### config.mk
export PLATFORM = sky130hd
export DESIGN_NAME = gamepad_decoder
export DESIGN_NICKNAME = d
export VERILOG_FILES = /design/src/rtl/gamepad_pkg.sv /design/src/rtl/gamepad_debounce.sv /design/src/rtl/gamepad_decoder.sv
export SDC_FILE = /design/constraint.sdc
export NUM_CORES = 1
export LEC_CHECK = 0
export CORE_MARGIN = 4
export CORE_UTILIZATION = 55
export DETAILED_ROUTE_END_ITERATION = 6
export PLACE_DENSITY = 0.79
export SYNTH_ARGS = -nofsm -noshare
export SYNTH_HDL_FRONTEND = slang
export SYNTH_SLANG_ARGS = --single-unit
export TNS_END_PERCENT = 30
### constraint.sdc
create_clock -name i_clock -period 6.4 [get_ports i_clock]
set_input_delay 0.64 -clock i_clock [delete_from_list [all_inputs] [get_ports i_clock]]
set_output_delay 0.64 -clock i_clock [all_outputs]
set_load 0.01 [all_outputs]
### src/rtl/gamepad_pkg.sv
// Shared definitions for the gamepad decoder: debounce FSM states, the
// "no button" code and the stability-counter width helper.
package gamepad_pkg;

  typedef enum logic {
    ST_WAIT   = 1'b0,
    ST_STABLE = 1'b1
  } db_state_t;

  localparam int unsigned CODE_NONE = 0;

  function automatic int cnt_width(input int stable_cycles);
    return (stable_cycles < 2) ? 1 : $clog2(stable_cycles);
  endfunction

endpackage

### src/rtl/gamepad_debounce.sv
// Two-flop synchroniser plus a restart-on-change stability counter that emits
// exactly one commit strobe per stable period of the {sel, code} sample.
module gamepad_debounce
  import gamepad_pkg::*;
#(
  parameter int SEL_W         = 1,
  parameter int CODE_W        = 4,
  parameter int STABLE_CYCLES = 1000000
) (
  input  logic              i_clock,
  input  logic              i_reset,
  input  logic [SEL_W-1:0]  i_sel,
  input  logic [CODE_W-1:0] i_code,
  output logic              o_commit,
  output logic [SEL_W-1:0]  o_sel,
  output logic [CODE_W-1:0] o_code
);

  localparam int SAMP_W = SEL_W + CODE_W;
  localparam int CNT_W  = cnt_width(STABLE_CYCLES);
  localparam logic [CNT_W-1:0] CNT_MAX = CNT_W'(STABLE_CYCLES - 1);

  logic [SAMP_W-1:0] r_sync1;
  logic [SAMP_W-1:0] r_samp;
  logic [SAMP_W-1:0] r_prev;
  logic [CNT_W-1:0]  r_cnt;
  db_state_t         r_state;
  db_state_t         w_state_nxt;
  logic              w_change;
  logic              w_commit;

  assign w_change = (r_samp != r_prev);

  always_ff @(posedge i_clock or posedge i_reset) begin
    if (i_reset) begin
      r_sync1 <= '0;
      r_samp  <= '0;
      r_prev  <= '0;
      r_cnt   <= '0;
      r_state <= ST_WAIT;
    end else begin
      r_sync1 <= {i_sel, i_code};
      r_samp  <= r_sync1;
      r_prev  <= r_samp;
      if (w_change) begin
        r_cnt <= '0;
      end else if (r_cnt != CNT_MAX) begin
        r_cnt <= r_cnt + 1'b1;
      end
      r_state <= w_state_nxt;
    end
  end

  // A change in the terminal-count cycle wins: no commit, counter restarts.
  always_comb begin
    w_state_nxt = r_state;
    w_commit    = 1'b0;
    case (r_state)
      ST_WAIT: begin
        if (!w_change && (r_cnt == CNT_MAX)) begin
          w_commit    = 1'b1;
          w_state_nxt = ST_STABLE;
        end
      end
      ST_STABLE: begin
        if (w_change) begin
          w_state_nxt = ST_WAIT;
        end
      end
      default: w_state_nxt = ST_WAIT;
    endcase
  end

  assign o_commit = w_commit;
  assign {o_sel, o_code} = r_samp;

endmodule

### src/rtl/gamepad_decoder.sv
// Turns debounced {sel, code} commits into per-controller one-hot button
// state plus press/release event strobes and an invalid-sample error pulse.
module gamepad_decoder
  import gamepad_pkg::*;
#(
  parameter int NUM_CTRL      = 2,
  parameter int SEL_W         = 1,
  parameter int CODE_W        = 4,
  parameter int NUM_BTN       = 10,
  parameter int STABLE_CYCLES = 1000000
) (
  input  logic                        i_clock,
  input  logic                        i_reset,
  input  logic [CODE_W-1:0]           i_code_in,
  input  logic [SEL_W-1:0]            i_sel_in,
  output logic [NUM_CTRL*NUM_BTN-1:0] o_btn_state,
  output logic                        o_evt_valid,
  output logic                        o_evt_press,
  output logic [SEL_W-1:0]            o_evt_ctrl,
  output logic [CODE_W-1:0]           o_evt_btn,
  output logic                        o_err_pulse
);

  localparam logic [SEL_W:0]    NUM_CTRL_V = (SEL_W + 1)'(NUM_CTRL);
  localparam logic [CODE_W-1:0] NUM_BTN_V  = CODE_W'(NUM_BTN);
  localparam logic [CODE_W-1:0] NONE       = CODE_W'(CODE_NONE);

  logic              w_commit;
  logic [SEL_W-1:0]  w_sel;
  logic [CODE_W-1:0] w_code;
  logic [CODE_W-1:0] w_sel_held;
  logic              w_invalid;
  logic              w_write;

  logic [CODE_W-1:0] r_held [NUM_CTRL];
  logic              r_evt_valid;
  logic              r_evt_press;
  logic [SEL_W-1:0]  r_evt_ctrl;
  logic [CODE_W-1:0] r_evt_btn;
  logic              r_err_pulse;
  logic              r_pend_valid;
  logic [SEL_W-1:0]  r_pend_ctrl;
  logic [CODE_W-1:0] r_pend_btn;

  gamepad_debounce #(
    .SEL_W        (SEL_W),
    .CODE_W       (CODE_W),
    .STABLE_CYCLES(STABLE_CYCLES)
  ) u_debounce (
    .i_clock (i_clock),
    .i_reset (i_reset),
    .i_sel   (i_sel_in),
    .i_code  (i_code_in),
    .o_commit(w_commit),
    .o_sel   (w_sel),
    .o_code  (w_code)
  );

  always_comb begin
    w_sel_held = NONE;
    for (int c = 0; c < NUM_CTRL; c++) begin
      if (w_sel == SEL_W'(c)) begin
        w_sel_held = r_held[c];
      end
    end
  end

  assign w_invalid = ({1'b0, w_sel} >= NUM_CTRL_V) || (w_code > NUM_BTN_V);
  assign w_write   = w_commit && !w_invalid && (w_code != w_sel_held);

  always_ff @(posedge i_clock or posedge i_reset) begin
    if (i_reset) begin
      for (int c = 0; c < NUM_CTRL; c++) begin
        r_held[c] <= NONE;
      end
      r_evt_valid  <= 1'b0;
      r_evt_press  <= 1'b0;
      r_evt_ctrl   <= '0;
      r_evt_btn    <= '0;
      r_err_pulse  <= 1'b0;
      r_pend_valid <= 1'b0;
      r_pend_ctrl  <= '0;
      r_pend_btn   <= '0;
    end else begin
      r_evt_valid <= 1'b0;
      r_err_pulse <= 1'b0;
      // Deferred release of the button displaced by a press.
      if (r_pend_valid) begin
        r_evt_valid  <= 1'b1;
        r_evt_press  <= 1'b0;
        r_evt_ctrl   <= r_pend_ctrl;
        r_evt_btn    <= r_pend_btn;
        r_pend_valid <= 1'b0;
      end
      if (w_commit) begin
        if (w_invalid) begin
          r_err_pulse <= 1'b1;
        end else if (w_code == NONE) begin
          if (w_sel_held != NONE) begin
            r_evt_valid <= 1'b1;
            r_evt_press <= 1'b0;
            r_evt_ctrl  <= w_sel;
            r_evt_btn   <= w_sel_held;
          end
        end else if (w_code != w_sel_held) begin
          r_evt_valid <= 1'b1;
          r_evt_press <= 1'b1;
          r_evt_ctrl  <= w_sel;
          r_evt_btn   <= w_code;
          if (w_sel_held != NONE) begin
            r_pend_valid <= 1'b1;
            r_pend_ctrl  <= w_sel;
            r_pend_btn   <= w_sel_held;
          end
        end
      end
      for (int c = 0; c < NUM_CTRL; c++) begin
        if (w_write && (w_sel == SEL_W'(c))) begin
          r_held[c] <= w_code;
        end
      end
    end
  end

  always_comb begin
    o_btn_state = '0;
    for (int c = 0; c < NUM_CTRL; c++) begin
      for (int b = 0; b < NUM_BTN; b++) begin
        o_btn_state[c*NUM_BTN + b] = (r_held[c] == CODE_W'(b + 1));
      end
    end
  end

  assign o_evt_valid = r_evt_valid;
  assign o_evt_press = r_evt_press;
  assign o_evt_ctrl  = r_evt_ctrl;
  assign o_evt_btn   = r_evt_btn;
  assign o_err_pulse = r_err_pulse;

endmodule

# [Yosys cells after proc, flatten, opt, wreduce, memory -nomap -nowiden]
# Index checks and enable logic that the tools add are counted.
# W data, S select, Z words.
[totals] reg_bits=58 in_bits=7 out_inout_bits=28 wordCells=94
[op_classes] reduce_logical=11 order_cmp=1 muxes=38 n_addsub=1 eq_ne=24 bitwise_logic=4
[ops] cell="$mux W20" count=2
[ops] cell="$eq A4 B3 Y1 const B" count=8
[ops] cell="$mux W1" count=28
[ops] cell="$mux W4" count=7
[ops] cell="$eq A4 B4 Y1 const B" count=6
[ops] cell="$add A20 B1 Y20 const B" count=1
[ops] cell="$eq A20 B20 Y1 const B" count=1
[ops] cell="$ne A20 B20 Y1 const B" count=1
[ops] cell="$eq A4 B2 Y1 const B" count=4
[ops] cell="$eq A4 B1 Y1 const B" count=2
[ops] cell="$logic_and A1 B1 Y1" count=5
[ops] cell="$ne A5 B5 Y1" count=1
[ops] cell="$reduce_and A5 Y1" count=1
[ops] cell="$gt A4 B4 Y1 const B" count=1
[ops] cell="$logic_not A4 Y1" count=1
[ops] cell="$ne A4 B4 Y1" count=1
[ops] cell="$not A1 Y1" count=4
[ops] cell="$reduce_bool A4 Y1" count=1
[ops] cell="$logic_not A1 Y1" count=2
[ops] cell="$pmux W1 S2" count=1
[ops] cell="$reduce_bool A2 Y1" count=1

# [Depth between registers and ports, before layout]
# Gate-level depths: netlist of the first run.
[depth] word_depth=8 ltp_mapped=6

# [Modules after synthesis]
# A second synthesis of the first run with hierarchy kept.
[unflattened] hier_cells=262 area_unflattened_um2=2790.2
[by_module_without_submodules] module="gamepad_debounce" area_each_um2=1591.5 cells_each=144 instances=1
[by_module_without_submodules] module="gamepad_decoder" area_each_um2=1198.6 cells_each=118 instances=1

# [Worst setup path before layout of the first run]
# OpenSTA, ideal clock, no wires.
[synth_timing] path_kind="register -> register" startpoint="reg u_debounce.r_samp[4]" endpoint="reg r_pend_btn[0]" path_slack_ns=4.370 n_path_buf=1 synth_period_minus_slack_ns=2.030 t_arrival_ns=1.905 stages_incl_launch_ff=7 required_time_ns=6.275 cell_sequence="dfrtp_1 -> buf_6 -> mux2_2 -> xor2_1 -> nor4_4 -> nor4_4 -> mux2_2"
[synth_between] elab_chain_len=6 elab_cells_between_ends=9
[synth_rtl] item="start, declared" line_no="gamepad_debounce.sv:24" source="logic [SAMP_W-1:0] r_samp;"
[synth_rtl] item="start signal, assigned" line_no="gamepad_debounce.sv:43" source="r_samp <= r_sync1;"
[synth_rtl] item="$ne A5 B5 Y1" line_no="gamepad_debounce.sv:32" source="assign w_change = (r_samp != r_prev);"
[synth_rtl] item="$logic_not A1 Y1" line_no="gamepad_debounce.sv:60" source="if (!w_change && (r_cnt == CNT_MAX)) begin"
[synth_rtl] item="$logic_and A1 B1 Y1" line_no="gamepad_debounce.sv:60"
[synth_rtl] item="$mux W1" line_no="gamepad_debounce.sv:60"
[synth_rtl] item="$mux W1" line_no="gamepad_debounce.sv:58" source="case (r_state)"
[synth_rtl] item="$reduce_and A5 Y1 (no line)"
[synth_rtl] item="end signal, assigned" line_no="gamepad_decoder.sv:113" source="r_pend_btn <= w_sel_held;"
[synth_rtl] item="end, declared" line_no="gamepad_decoder.sv:43" source="logic [CODE_W-1:0] r_pend_btn;"
# Several ways; a longest one is shown, not always the timed one.
# A chain may end at the register's enable or synchronous reset.

# [Worst setup path in the final report of the first run]
[layout_timing] startpoint="reg r_held[4] (netlist bit)" endpoint="out o_btn_state[1]"
[layout_between] elab_chain_len=1
[layout_rtl] item="start, declared" line_no="gamepad_decoder.sv:35" source="logic [CODE_W-1:0] r_held [NUM_CTRL];"
[layout_rtl] item="start signal, assigned by index" line_no="gamepad_decoder.sv:119" source="r_held[c] <= w_code;"
[layout_rtl] item="$eq A4 B2 Y1" line_no="gamepad_decoder.sv:129" source="o_btn_state[c*NUM_BTN + b] = (r_held[c] == CODE_W'(b + 1));"
[layout_rtl] item="end, declared" line_no="gamepad_decoder.sv:16" source="output logic [NUM_CTRL*NUM_BTN-1:0] o_btn_state,"
# No other way between the ends.

==> results.tsv, run 1 <==
stage	metric	value	unit
worst_setup_path	path_class	flop to output port	
clock_network	clk_latency	0.34	ns
timing	tns	0	ns
clock_network	cts_setup_buffers	0	
grt	grt-ovfl-total	0	
clock_network	cts_inserted_buffers	9	
worst_hold_path	hold_path_class	flop to flop	
floorplan	top_level_ports	35	
drt	drt-wirelength-per-cell	15.2	um
logic_synthesis	synth_edf_count	0	
power	seqPwrFrac	46.8	%
final_layout	n_antenna_cell	0	
final_layout	utilization	70.5	%
logic_synthesis	synthTopCellsByCount	58 x dfrtp_1, 36 x nor2_1, 17 x mux2_2, 16 x nor3_1, 15 x xor2_1	
grt	grt_pass1_wl	9270	um
worst_setup_path	crit_path_max_fanout	8	
floorplan	die_y	78.5	um
power	p_int	0.000638	W
logic_synthesis	synth_most_common_cell	dfrtp_1	
timing	slew_headroom	53.5	%
floorplan	start_util	57.2	%
power	sw_frac_of_total	21.1	%
timing	layout_setup_ws	4.00	ns
clock_network	cts_root_buf	clkbuf_8	
worst_setup_path	cpMaxStageDelayCell	clkdlybuf4s50_1	
logic_synthesis	synth-async-reset-ratio	100	%
final_layout	area_growth	23.3	%
worst_setup_path	max_stage_delay	0.57	ns
timing	drv_slew	0	
placement	pre_cts_slack	4.06	ns
timing	worst_pin_slew	0.695	ns
timing	fin_skew	0.00619	ns
logic_synthesis	ys_top_cells_by_area	dfrtp_1 53%, mux2_2 7.0%, nor2_1 4.9%, xor2_1 4.8%, mux2i_1 4.4%	
power	finalPower	0.000808	W
logic_synthesis	yosysUniqueCellTypes	36	
final_layout	drive_gt1_share	14.9	%
drt	drtIter0Drc	109	
power	powerDensity	240	nW/um^2
power	power_frac_comb	2.7	%
clock_network	clock_sinks	58	
worst_setup_path	worstPathCellList	nand2b_1, nor3_1, clkdlybuf4s50_1	
timing	rsz0062_at_grt	no	
placement	dpl.hpwl	3620	um
drt	viasPerCell	5.49	
worst_setup_path	worstSetupEndpointType	output port	
timing	fin_crit_sh	37.4	%
worst_setup_path	worstPathArrival	1.76	ns
logic_synthesis	postSynthCellCount	245	
logic_synthesis	syn-mean-instance-area	11.2	sq um
logic_synthesis	yosysSeqAreaShare	53.0	%
logic_synthesis	ys.flop_type	dfrtp_1	
final_layout	fin_area	3370	sq um
power	p_leak	1.37	nW
clock_network	cts.path.max_buffers	2	
power	power_switching	0.000170	W
logic_synthesis	yosysTopAreaCellShare	53.0	%
drt	drtAntennaViolNets	0	
logic_synthesis	ys.warnings.count	0	
grt	grt_pass1_vias	2014	
clock_network	clk_pin_slew	0.07	ns
timing	max_freq	417	MHz
floorplan	core_area	4790	sq um
logic_synthesis	syn_nets	253	
placement	placed_area	3130	sq um
drt	drcViolationCount	0	
timing	setup_viol	0	
timing	finalHoldViolCount	0	
grt	antenna_found_initial	0	
logic_synthesis	synthesis.area	2740	sq um
power	ir_drop	0.198	mV
placement	port_buffers	34	
drt	drt_pass1_iterations	4	
grt	grt.total_usage	19.5	%
logic_synthesis	synth-seq-cells	58	
floorplan	die_x	78.5	um
logic_synthesis	yosys.area.top_type	dfrtp_1	
timing	min_period	2.40	ns
clock_network	ctsHoldBuffers	0	
worst_setup_path	critPathLaunchType	flop	
drt	wirelength	5400	um
clock_network	postCtsResizedCells	0	
run_status	status	finished clean	
worst_setup_path	required	5.76	ns
placement	gp_congestion	0.789	
floorplan	rows	25	
grt	grt_max_degree	59	
clock_network	htreeDepth	3	
final_layout	fin_nets	291	
floorplan	die_area	6170	sq um
job	max-cap-violations	0	
power	p_clk_share	50.5	%
drt	vias	1950	
clock_network	tritoncts	built	
==> sequential cells by signal, indices dropped and copies added, names as in the netlist <==
register,count
o_evt_press,1
r_pend_valid,1
r_held,8
r_pend_btn,4
o_evt_ctrl,1
u_debounce.r_state,1
u_debounce.r_samp,5
u_debounce.r_cnt,20
o_evt_valid,1
u_debounce.r_sync1,5
u_debounce.r_prev,5
r_pend_ctrl,1
o_err_pulse,1
o_evt_btn,4
==> logic make-up (layout without fill, tap and decap cells) <==
group | count (synthesis) | count (layout) | synth area share, %
AND/OR/NAND/NOR | 102 | 102 | 21.2
flip-flops | 58 | 58 | 53.0
multiplexers | 29 | 29 | 11.4
XOR/XNOR | 25 | 25 | 8.00
AO/OA/AOI/OAI | 16 | 16 | 3.66
buffers and inverters | 14 | 57 | 2.29
adder cells (fa/ha/maj) | 1 | 1 | 0.457
==> power by group through the flow <==
stage	Sequential, W	Clock [W]	Combinational (W)
6_report	0.000378	0.000408	0.0000221
4_1_cts	0.000378	0.000414	0.0000227
2_1_floorplan	0.000380	0	0.0000191
3_5_place_dp	0.000385	0	0.0000227
5_1_grt	0.000378	0.000432	0.0000255
3_3_place_gp	0.000384	0	0.0000222
==> layout make-up <==
type                       instances  area [sq um]
fill                             340          1410
tap                               67          83.8
multi-input combinational        173          1220
sequential                        58          1450
clock inverter                     7           118
inverter                           5          18.8
clock buffer                       9           124
timing repair buffer              36           355
==> worst max-delay path: cells and delay by family (launching register included) <==
kind,cells,cell delay (ns)
buf+inv,1,0.57
simple gates,2,0.37
flops,1,0.48
==> layout by cell type, fill, tap and decap left out, types with 2 or more instances in the layout <==
master / n
dfrtp_1: 58
a21oi_1: 6
inv_1: 4
nor4_4: 2
nor4b_1: 2
mux2_2: 17
xnor2_1: 10
nand4_1: 3
and4_1: 3
and3_1: 3
clkbuf_8: 9
clkdlybuf4s50_1: 34
nor3_1: 16
nor4_1: 5
clkinv_2: 2
nor4_2: 2
bufinv_16: 3
nand3_1: 7
buf_4: 2
mux2i_1: 12
nor2_1: 36
o21ai_0: 4
xor2_1: 15
clkinv_4: 2
nand2_1: 8
o2111ai_1: 3
nand2b_1: 8
==> per-stage QoR <==
step | instances | hold slack (ns)
after floorplan | 245 | 0.331
after global placement | 339 | 0.333
after detailed placement | 339 | 0.336
after CTS | 355 | 0.351
after global routing | 355 | 0.360
final | 355 | 0.349
==> metal layers <==
layer	vias up	GRT usage, %	share of wire (%)
li1	939	-	-
met3	10	5.16	5.8
met2	71	30.1	47
met5	-	0	0
met4	0	9.62	1.6
met1	930	25.4	45
==> worst paths after layout <==
| check | slack, ns | depth (start not counted) | end | start |
|---|---|---|---|---|
| hold reg to reg | 0.35 | 0 | u_debounce.r_samp[0]$_DFF_PP0_ | u_debounce.r_sync1[0]$_DFF_PP0_ |
| min in group asynchronous | 0.81 | 3 | u_debounce.r_cnt[0]$_DFFE_PP0P_ | i_reset |
| setup reg to reg | 4.07 | 5 | r_held[6]$_DFFE_PP0P_ | u_debounce.r_samp[4]$_DFF_PP0_ |
| hold / removal | 0.35 | 0 | u_debounce.r_samp[0]$_DFF_PP0_ | u_debounce.r_sync1[0]$_DFF_PP0_ |
| max in group asynchronous | 5.12 | 3 | r_held[0]$_DFFE_PP0P_ | i_reset |
| setup / recovery | 4.00 | 3 | o_btn_state[1] | r_held[4]$_DFFE_PP0P_ |
Power figures use the tool's default switching activity.
==> inputs of run 2 (changes only) <==
- CORE_UTILIZATION: 55 -> 49
- PLACE_DENSITY: 0.79 -> 0.75
- clock period: 6.4 -> 2 ns (I/O delays scaled with it)
==> results.tsv, run 2 (same netlist as run 1, synthesis figures left out) <==
stage	metric	value	unit	change
timing	fin_crit_sh	108	%	
timing	layout_setup_ws	-0.159	ns	was 4.00 ns
drt	drtIter0Drc	138		was 109
grt	antenna_found_initial	0		unchanged
timing	rsz0062_at_grt	yes		was no
clock_network	ctsHoldBuffers	0		unchanged
grt	grt-ovfl-total	0		unchanged
clock_network	cts_inserted_buffers	9		unchanged
clock_network	clk_pin_slew	0.07	ns	about the same
clock_network	cts.path.max_buffers	2		unchanged
timing	slew_headroom	70.0	%	was 53.5%
grt	grt_pass1_wl	10800	um	was 9270 um
floorplan	top_level_ports	35		unchanged
clock_network	clock_sinks	58		unchanged
final_layout	largest-register	u_debounce.r_cnt		unchanged
placement	port_buffers	34		unchanged
worst_setup_path	path_class	flop to flop		was flop to output port
power	powerDensity	590	nW/um^2	was 240 nW/um^2
drt	viasPerCell	5.42		was 5.49
power	p_leak	1.81	nW	was 1.37 nW
final_layout	final_common_cell	dfrtp_1		unchanged
final_layout	fin_area	3880	sq um	was 3370 sq um
floorplan	die_y	82.7	um	was 78.5 um
worst_hold_path	hold_path_class	input port to async pin		was flop to flop
placement	placed_area	3450	sq um	was 3130 sq um
timing	fin_skew	0.0111	ns	was 0.00619 ns
placement	dpl.hpwl	4330	um	was 3620 um
worst_setup_path	crit_path_max_fanout	5		was 8
worst_setup_path	r2r-end	r_pend_btn[2]$_DFFE_PP0P_		was r_held[6]$_DFFE_PP0P_
drt	drt-wirelength-per-cell	16.9	um	was 15.2 um
worst_setup_path	worstSetupEndpointType	flop		was output port
clock_network	tritoncts	built		unchanged
final_layout	utilization	73.6	%	was 70.5%
final_layout	area_growth	41.8	%	was 23.3%
worst_setup_path	regToRegSetupSlack	-0.16	ns	was 4.07 ns
run_status	status	complete, but fails checks		was finished clean
floorplan	start_util	51.9	%	was 57.2%
worst_setup_path	required	2.23	ns	was 5.76 ns
drt	drtAntennaViolNets	0		unchanged
clock_network	clk_latency	0.35	ns	was 0.34 ns
floorplan	core_area	5270	sq um	was 4790 sq um
grt	grt_pass1_vias	2208		was 2,014
timing	drv_slew	0		unchanged
timing	min_period	2.16	ns	
worst_setup_path	worstPathArrival	2.39	ns	was 1.76 ns
final_layout	n_antenna_cell	0		unchanged
clock_network	cts_root_buf	clkbuf_8		unchanged
timing	setup_viol	15		was 0
worst_setup_path	critPathLaunchType	flop		unchanged
final_layout	drive_gt1_share	30.3	%	was 14.9%
drt	vias	2183		was 1,950
floorplan	rows	26		was 25
timing	max_freq	463	MHz	
drt	drcViolationCount	0		unchanged
timing	tns	-1.74	ns	was 0 ns
timing	worst_pin_slew	0.446	ns	was 0.695 ns
floorplan	die_x	82.7	um	was 78.5 um
grt	grt_max_degree	59		unchanged
worst_setup_path	rr_startpoint	u_debounce.r_samp[4]$_DFF_PP0_		unchanged
clock_network	htreeDepth	3		unchanged
placement	gp_congestion	0.810		was 0.789
floorplan	die_area	6840	sq um	was 6170 sq um
power	ir_drop	0.508	mV	was 0.198 mV
run_status	violations	setup timing		
grt	grt.total_usage	21.7	%	was 19.5%
job	max-cap-violations	0		unchanged
placement	dp_cells	381		was 339
final_layout	largest_reg_flops	20		unchanged
drt	drt_pass1_iterations	4		unchanged
final_layout	layout_common_cells	57 x dfrtp_1, 42 x buf_4, 36 x nor2_1		was 58 x dfrtp_1, 36 x nor2_1, 34 x clkdlybuf4s50_1
worst_setup_path	r2r_cells	8		was 5
final_layout	fin_nets	336		was 291
timing	finalHoldViolCount	0		unchanged
timing	whs	0.221	ns	was 0.349 ns
final_layout	fin_cells	403		was 355
drt	wirelength	6810	um	was 5400 um
worst_setup_path	startpoint	u_debounce.r_samp[4]$_DFF_PP0_		was r_held[4]$_DFFE_PP0P_
final_layout	reg_top3	u_debounce.r_cnt x20, r_held x8		unchanged
## run 2: cell types whose count changed in the layout (fill, tap and decap cells not counted), sizes merged
cell           change
buf               +45
bufinv             -3
clkdlybuf4s50     -15
clkinvlp           +2
dlygate4sd2        +6
dlymetal6s2s       +9
inv                +1
## run 2: what timing repair did
| item | in CTS | in global routing |
|---|---|---|
| endpoints found under the setup margin | 25 | 29 |
| gates resized for setup | 26 | 24 |
| pin swaps | 5 | 1 |
| buffers inserted | 6 | 3 |
## run 2: metal layers
layer  vias to the layer above  wire length, um  share of wire [%]  track usage, %
met5                         -                0                  0               0
met4                         0              121                1.8            7.03
met3                        15              364                5.3            7.48
met2                        69             3430                 50            35.1
met1                      1076             2900                 43            27.3
li1                       1023                -                  -               -
## run 2: report_power, final
| group | leakage [nW] | internal [W] | switching [W] | total (W) |
|---|---|---|---|---|
| sequential | 0.775 | 0.00119 | 0.0000104 | 0.00120 |
| clock | 0.0858 | 0.000456 | 0.000513 | 0.000969 |
| combinational | 0.945 | 0.0000480 | 0.0000733 | 0.000121 |
## run 2: metrics by stage
step	total power, W	setup WS, ns
after floorplan	0.00128	-0.00453
after global placement	0.00132	-0.0954
after detailed placement	0.00133	-0.149
after CTS	0.00230	-0.0870
after global routing	0.00238	-0.238
final	0.00229	-0.159
## run 2: worst max-delay path, stage by stage, from the launching register on
cell,delay [ns]
dfrtp_2,0.47
mux2_4,0.35
xor2_4,0.17
nor4_4,0.29
buf_4,0.18
buf_6,0.10
nor4_4,0.03
buf_4,0.15
mux2_4,0.29
## run 2: worst max path at each step
stage / end / slack, ns / depth (start not counted)
2_1_floorplan: r_held[0]$_DFFE_PP0P_ / -0.005 / 6
3_3_place_gp: r_pend_btn[0]$_DFFE_PP0P_ / -0.1 / 6
3_5_place_dp: r_pend_btn[3]$_DFFE_PP0P_ / -0.15 / 6
4_1_cts: r_pend_btn[3]$_DFFE_PP0P_ / -0.09 / 8
5_1_grt: r_held[0]$_DFFE_PP0P_ / -0.24 / 7
6_report: r_pend_btn[2]$_DFFE_PP0P_ / -0.16 / 8
## run 2: final cells by class
cell class | instances | area [sq um]
Multi-Input combinational cell | 173 | 1410
Clock inverter | 7 | 55.1
Inverter | 5 | 18.8
Timing Repair Buffer | 81 | 736
Fill cell | 354 | 1390
Tap cell | 70 | 87.6
Clock buffer | 9 | 124
Sequential cell | 58 | 1450
